`config.mk`:
```
export PLATFORM = sky130hd
export DESIGN_NAME = seq_mult
export DESIGN_NICKNAME = d
export VERILOG_FILES = /design/src/rtl/mult_pkg.sv /design/src/rtl/mult_add_row.sv /design/src/rtl/seq_mult.sv
export SDC_FILE = /design/constraint.sdc
export NUM_CORES = 1
export LEC_CHECK = 0
export ABC_AREA = 1
export BUFFER_PORTS_ARGS = -buffer_cell sky130_fd_sc_hd__buf_2
export CORE_ASPECT_RATIO = 2
export CORE_UTILIZATION = 50
export CTS_CLUSTER_DIAMETER = 40
export DETAILED_ROUTE_END_ITERATION = 12
export GPL_ROUTABILITY_DRIVEN = 0
export PLACE_DENSITY = 0.77
export REMOVE_ABC_BUFFERS = 1
export SYNTH_ARGS = -nofsm -noshare
export SYNTH_HDL_FRONTEND = slang
export SYNTH_SLANG_ARGS = --single-unit
```
`constraint.sdc`:
```
create_clock -name clk -period 1.65 [get_ports clk]
set_input_delay 0.2475 -clock clk [delete_from_list [all_inputs] [get_ports clk]]
set_output_delay 0.2475 -clock clk [all_outputs]
set_load 0.005 [all_outputs]
```
`src/rtl/mult_pkg.sv`:
```
// Shared definitions for the sequential multiplier family.
// Contents:
//   state_e - control states IDLE / RUN / DONE
//   cnt_w   - counter width needed to count WIDTH iterations
//   prod_w  - product width for a WIDTH x WIDTH multiply
package mult_pkg;

  typedef enum logic [1:0] {
    IDLE = 2'd0,
    RUN  = 2'd1,
    DONE = 2'd2
  } state_e;

  function automatic int cnt_w(input int width);
    return $clog2(width) + 1;
  endfunction

  function automatic int prod_w(input int width);
    return 2 * width;
  endfunction

endpackage

```
`src/rtl/mult_add_row.sv`:
```
// WIDTH-bit adder with carry-out: one partial-product row of a
// multi-cycle multiplier.
// Ports:
//   a_i    - first addend (upper half of the running accumulator)
//   b_i    - second addend (multiplicand or zero)
//   sum_o  - WIDTH-bit sum
//   cout_o - carry out of the top bit
module mult_add_row #(
  parameter int WIDTH = 8
) (
  input  logic [WIDTH-1:0] a_i,
  input  logic [WIDTH-1:0] b_i,
  output logic [WIDTH-1:0] sum_o,
  output logic             cout_o
);

  assign {cout_o, sum_o} = {1'b0, a_i} + {1'b0, b_i};

endmodule

```
`src/rtl/seq_mult.sv`:
```
// Sequential shift-add multiplier, WIDTH x WIDTH -> 2*WIDTH, one partial
// product per clock, with start/busy/done handshake.
// Build option: define SEQ_MULT_SIGNED_EN to honour signed_mode
// (two's-complement operands and product). Without it every operation is
// unsigned and signed_mode is ignored.
// Ports:
//   clk         - clock, rising edge
//   rst_n       - synchronous active-low reset
//   start       - operation request, taken in IDLE or DONE
//   a, b        - multiplicand / multiplier, latched on accepted start
//   signed_mode - 1 = two's-complement operation (latched on start)
//   busy        - operation in progress
//   done        - one-cycle pulse, product valid
//   product     - result, held until the next done
module seq_mult
  import mult_pkg::*;
#(
  parameter int WIDTH = 8
) (
  input  logic               clk,
  input  logic               rst_n,
  input  logic               start,
  input  logic [WIDTH-1:0]   a,
  input  logic [WIDTH-1:0]   b,
  input  logic               signed_mode,
  output logic               busy,
  output logic               done,
  output logic [2*WIDTH-1:0] product
);

  localparam int CW = cnt_w(WIDTH);
  localparam int PW = prod_w(WIDTH);

  state_e           state_q, state_d;
  logic [WIDTH-1:0] mcand_q, mcand_d;
  logic [WIDTH-1:0] mplier_q, mplier_d;
  logic [PW-1:0]    acc_q, acc_d;
  logic [PW-1:0]    product_q, product_d;
  logic [CW-1:0]    cnt_q, cnt_d;

  logic [WIDTH-1:0] row_b;
  logic [WIDTH-1:0] row_sum;
  logic             row_cout;
  logic [PW-1:0]    acc_shift;
  logic [PW-1:0]    result;

`ifdef SEQ_MULT_SIGNED_EN
  logic neg_q, neg_d;
`else
  logic signed_mode_unused;
  assign signed_mode_unused = signed_mode;
`endif

  assign row_b = mplier_q[0] ? mcand_q : '0;

  mult_add_row #(.WIDTH(WIDTH)) u_row (
    .a_i   (acc_q[PW-1:WIDTH]),
    .b_i   (row_b),
    .sum_o (row_sum),
    .cout_o(row_cout)
  );

  // Add result lands in the upper half, then {carry, acc} shifts right by one.
  assign acc_shift = {row_cout, row_sum, acc_q[WIDTH-1:1]};

`ifdef SEQ_MULT_SIGNED_EN
  assign result = neg_q ? (~acc_shift + PW'(1)) : acc_shift;
`else
  assign result = acc_shift;
`endif

  always_comb begin
    state_d   = state_q;
    mcand_d   = mcand_q;
    mplier_d  = mplier_q;
    acc_d     = acc_q;
    product_d = product_q;
    cnt_d     = cnt_q;
`ifdef SEQ_MULT_SIGNED_EN
    neg_d     = neg_q;
`endif
    case (state_q)
      RUN: begin
        acc_d    = acc_shift;
        mplier_d = mplier_q >> 1;
        cnt_d    = cnt_q + CW'(1);
        if (cnt_q == CW'(WIDTH - 1)) begin
          product_d = result;
          state_d   = DONE;
        end
      end
      default: begin
        state_d = IDLE;
        if (start) begin
          state_d  = RUN;
          acc_d    = '0;
          cnt_d    = '0;
          mcand_d  = a;
          mplier_d = b;
`ifdef SEQ_MULT_SIGNED_EN
          neg_d    = 1'b0;
          // Operate on magnitudes; the most negative value maps to 2^(WIDTH-1)
          // which still fits as an unsigned WIDTH-bit magnitude.
          if (signed_mode) begin
            mcand_d = a[WIDTH-1] ? (~a + WIDTH'(1)) : a;
            mplier_d = b[WIDTH-1] ? (~b + WIDTH'(1)) : b;
            neg_d   = a[WIDTH-1] ^ b[WIDTH-1];
          end
`endif
        end
      end
    endcase
  end

  always_ff @(posedge clk) begin
    if (!rst_n) state_q <= IDLE;
    else        state_q <= state_d;
  end

  always_ff @(posedge clk) begin
    if (!rst_n) begin
      mcand_q   <= '0;
      mplier_q  <= '0;
      acc_q     <= '0;
      product_q <= '0;
      cnt_q     <= '0;
`ifdef SEQ_MULT_SIGNED_EN
      neg_q     <= 1'b0;
`endif
    end else begin
      mcand_q   <= mcand_d;
      mplier_q  <= mplier_d;
      acc_q     <= acc_d;
      product_q <= product_d;
      cnt_q     <= cnt_d;
`ifdef SEQ_MULT_SIGNED_EN
      neg_q     <= neg_d;
`endif
    end
  end

  assign busy    = (state_q == RUN);
  assign done    = (state_q == DONE);
  assign product = product_q;

endmodule
```
Yosys cells after proc, flatten, opt, wreduce, memory -nomap -nowiden
Cells that the tools add are included.
W data, S select, Z words.

storage, ports and cells
  bits in registers = 54
  output and inout port bits = 18
  logic and storage cells = 29

operators by class
  add/sub/neg operators = 2
  eq/ne operators = 4
  muxes and demuxes = 10
  bitwise gates (word level) = 2
  reduce and logical (&&, ||, !) cells = 4

operator list
  kind                   number
  $mux W16               2
  $mux W7                2
  $add A8 B8 Y9          1
  $mux W4                2
  $mux W8                1
  $add A4 B1 Y4 const B  1
  $eq A4 B3 Y1 const B   1
  $mux W2                2
  $reduce_and A2 Y1      2
  $eq A2 B1 Y1 const B   1
  $eq A2 B2 Y1 const B   1
  $ne A2 B1 Y1 const B   1
  $not A1 Y1             2
  $reduce_bool A2 Y1     1
  $reduce_or A2 Y1       1
  $mux W1                1

Longest topological paths before layout
  depth in word-level cells = 3
  depth in mapped cells = 13
  gate-level depth less buffers = 12

Cells and area by module
Synthesis repeated with hierarchy kept, for this count alone.

second synthesis, totals
  cells, all modules = 344
  area, all modules = 2488.6 µm²

modules (own cells, without submodules)
  module        instances  cells an instance  area each (µm²)
  seq_mult      1          285                2112.0
  mult_add_row  1          59                 376.6

Least setup slack after synthesis
No wires, ideal clock.

  kind = register -> register
  start point = reg mplier_q[0]
  end point = reg acc_q[15]
  data arrival time = 1.616 ns
  required time = 1.534 ns
  path slack = -0.081 ns
  stages on the path, launching flop included = 14
  period minus slack after synthesis = 1.731 ns
  cells stage by stage = dfxtp_1 clkbuf_1 nand2_1 inv_1 ha_1 fa_1 nand2_1 nand2_1 nand3_1 nand2_1 nand2_1 nand2_1 nand2_1 a21oi_1

between the ends
  longest elaborated chain between the ends = 3

ends and longest elaborated chain
  what                    line                source
  start, declared         seq_mult.sv:36      logic [WIDTH-1:0] mplier_q, mplier_d;
  start signal, assigned  seq_mult.sv:132     mplier_q <= mplier_d;
  $mux W8                 seq_mult.sv:54      assign row_b = mplier_q[0] ? mcand_q : '0;
  $add A8 B8 Y9           mult_add_row.sv:17  assign {cout_o, sum_o} = {1'b0, a_i} + {1'b0, b_i};
  $mux W16                seq_mult.sv:82      case (state_q)
  end signal, assigned    seq_mult.sv:124     acc_q <= '0;
  end signal, assigned    seq_mult.sv:133     acc_q <= acc_d;
  end, declared           seq_mult.sv:37      logic [PW-1:0] acc_q, acc_d;

Every way passes these cells.
A chain may end at the register's enable or synchronous reset.

Final worst setup path
  start point = reg mplier_q[0]
  end point = reg acc_q[13]

The elaborated chain is that of the path after synthesis.

==> flow_results.org <==
** Worst setup path
- Critical Path Sink Type :: register
- Capturing instance or port of the critical path :: acc_q[13]
- In this run the worst path has a maximum fanout of 4.
- In this run the critical register-to-register path is launched from mplier_q[0].
- The endpoint identified for the worst register-to-register timing path is acc_q[13].
- Reg-to-reg setup timing slack :: 0.04 ns
- Count of cells along the worst register-to-register path :: 11
- At the worst endpoint, the required time is 1.90 ns.
- Setup Crit Path Kind :: reg -> reg
- Worst Path Arrival :: 1.86 ns
- In this run the worst setup path begins at mplier_q[0].
- The worst setup path is launched from a register.

** Detailed routing
- Dividing the detail-routed via count by the number of cells gives 4.97.
- In the final routed layout, each cell accounts on average for 11.1 um.
- Number of remaining DRC errors :: 0
- Count of routing violations after the opening detailed-route iteration :: 54
- The detail route stage leaves a number of antenna-violating nets equal to 0.
- Total vias in the final route :: 2,093
- DRT Pass-1 Iters :: 4
- Final wirelength :: 4690 um

** Logic synthesis
- Share of the synthesized area in the top cell type :: 44.1%
- Yosys mapped a number of flops with a built-in enable equal to 0.
- Number of register bits inferred by synthesis :: 53
- Summed over all instances, the cell type with the most area after synthesis is dfxtp_1.
- Netlist cell types :: 29
- Predominant post-synthesis flop cell :: dfxtp_1
- In the post-synthesis netlist, the biggest area contributors are dfxtp_1 (44%), nand2_1 (19%), inv_1 (4.8%).
- Number of cells produced by synthesis :: 328
- Post-synthesis average cell area :: 7.34 um2
- Sequential elements use 44.1% of the synthesized area.
- Yosys Warn Count :: 0
- Post-Synthesis Cell Area :: 2410 um2
- Most common cell in the synthesized netlist :: nand2_1
- Post-synth top cells :: nand2_1 (123), dfxtp_1 (53), inv_1 (31)
- Counting flops with an async set or reset pin after synthesis yields a share of 0%.

** Clock tree
- Clock input transition at the sequential cells of the worst setup and hold paths :: 0.10 ns
- TritonCTS clock tree :: done
- Number of sinks on the clock net :: 53
- CTS Buf Count :: 5
- In this run the clock root is driven by a clkbuf_8.
- The H-tree was split into 2 levels.
- The longest clock path from root to sink contains 2 buffers.
- Clock insertion delay at the later pin of the skew report :: 0.31 ns

** Status
- The flow ran to the end, and the final reports show no timing, DRC or antenna violations.

** STA
- Slew at the pin closest to its max-slew limit :: 0.428 ns
- On the final layout, the worst clock skew is 0.0104 ns.
- Final Hold Violating Endpoints :: 0
- In this run the tightest slew margin relative to its limit is 71.4%.
- For the finished layout, the period the worst path requires is 1.61 ns.
- Final Cycle Share :: 97.4%
- Setup repair after global routing missed its margin :: true
- FMAX :: 0.622 GHz
- Final number of setup-violating endpoints :: 0
- The final-report max-slew violation count came to 0.
- Worst Hold Slack :: 0.174 ns

** Final layout
- Area overhead of the layout relative to synthesis :: 16.9%
- Number of inserted diodes :: 0
- At the end of the flow, the number of nets in the layout was 395.
- For this run, the share of the core covered by cells in the final layout is 61.2%.
- Share of post-route cells with drive strength above 1 :: 23.0%
- Final-layout fill cell count :: 446

** Placed design
- HPWL reported at the end of detailed placement :: 3370 um
- During placement, the flow inserted port buffers numbering 36.

** Global routing
- Final global-route overflow total :: 0
- Number of global-route vias before repair :: 1,991
- Across every metal layer, demand over resource in global routing totals 21.0%.
- The number of antenna violations at the first check in global routing came to 0.
- The first global-routing pass estimated 8100 um of wire.
- Entering global routing, the biggest net connects 24 pins.

** Pwr
- Clock network power share :: 33.3%
- Cell internal power was estimated by the tool at 1.69 mW.
- Switching power :: 0.594 mW
- Part of the total power dissipated in combinational logic :: 8.5%
- Power per cell area :: 812 nW/um2
- Static leakage :: 1.42 nW
- Sequential cell fraction of total power :: 58.2%
- Switching part of the total power :: 26.0%
- The worst-case IR drop observed on VDD is 1040 uV.

** Die
- Horizontal extent of the die :: 51.1 um
- The region available for standard cell placement spans 4600 um2.
- Die Outline Area :: 5110 um2
- After floorplanning, the core was divided into 35 placement rows.
- Io pins :: 38
- Measured along the y axis, the die boundary spans 100 um.
- Initial core utilization :: 52.4%

** Run
- Number of max-capacitance violations reported :: 0

** Hold path
- The worst hold path belongs to the class in -> reg.
-- cells in the final DEF (no fill, tap or decap), types with 2 or more instances in the layout --
| cell | instances |
|---|---|
| nand2_2 | 10 |
| ha_4 | 5 |
| buf_4 | 6 |
| a21oi_1 | 20 |
| o221ai_1 | 2 |
| o211ai_1 | 2 |
| nand3b_1 | 2 |
| dfxtp_1 | 52 |
| clkinvlp_4 | 2 |
| o21ai_0 | 10 |
| nand2_1 | 115 |
| clkbuf_8 | 5 |
| nor2_1 | 22 |
| nand3_1 | 19 |
| buf_2 | 36 |
| nand2_4 | 2 |
| inv_2 | 4 |
| a21oi_2 | 3 |
| inv_1 | 30 |
| ha_1 | 4 |
| inv_4 | 2 |
-- metrics by stage --
stage	std cells	worst slack, ns	instance area [um2]	TNS [ns]	power [mW]
global route	421	-0.0725	2820	-0.188	2.37
finish	421	0.0425	2820	0	2.29
floorplan	316	-0.0183	2320	-0.0183	1.48
detailed placement	413	-0.0493	2620	-0.105	1.55
global placement	413	-0.0238	2620	-0.0468	1.55
CTS	421	0.00471	2740	0	2.30
-- sequential cells by signal (all words and copies together) (netlist names) --
register	cells
state_q	2
product	16
cnt_q	4
mplier_q	8
acc_q	15
mcand_q	8
-- worst max-delay path, cell delays in order, from the launching register on --
cell     delay [ns]
dfxtp_2        0.35
nand2_2        0.05
inv_2          0.04
ha_4           0.15
fa_2           0.36
nand2_2        0.07
nand2_2        0.06
nand3_2        0.08
nand2_2        0.07
nand2_2        0.10
nand3_1        0.09
a21oi_2        0.12
-- routing by layer --
metal  wire length [um]  share of wire, %  global-route usage [%]
met1               1860                40                    19.3
met2               2570                55                    41.3
met5                  0                 0                       0
met3                138               2.9                    4.09
met4                127               2.7                    9.62
-- layout make-up --
cell class	instances	area (um2)	share of cell area (%)
well taps	55	68.8	2.44
clock buffers	5	68.8	2.44
clock inverters	3	26.3	0.933
multi-input cells	227	1220	43.5
inverters	36	140	4.98
repair buffers	42	225	8.00
flip-flops and latches	53	1060	37.7
-- worst min path at each step --
stage,start,end,slack (ns),depth (start not counted)
6_report,b[7],mplier_q[7],0.17,3
2_1_floorplan,rst_n,mplier_q[0],0.35,2
5_1_grt,b[7],mplier_q[7],0.18,3
3_5_place_dp,product[3],product[3],0.43,2
3_3_place_gp,product[0],product[0],0.42,2
4_1_cts,b[7],mplier_q[7],0.17,3
-- cell families after synthesis --
kind of cell | share of synthesized area [%]
simple gates | 30.9
flops | 44.1
buf+inv | 9.41
compound gates | 9.72
fa+ha+maj | 5.51
xor+xnor | 0.364
-- power groups by stage --
stage                     Combinational (mW)  Clock, mW  Sequential, mW
after floorplan                        0.118          0            1.36
after global placement                 0.187          0            1.36
after detailed placement               0.190          0            1.36
after CTS                              0.192      0.782            1.33
after global routing                   0.223      0.816            1.34
final                                  0.195      0.761            1.33
-- timing repair --
item	in CTS	in global routing
setup endpoints to repair	5	8
pin swaps	1	5
buffers inserted	0	0
gates resized for setup	6	16
hold buffers	0	0
(Power assumes the default switching activity.)
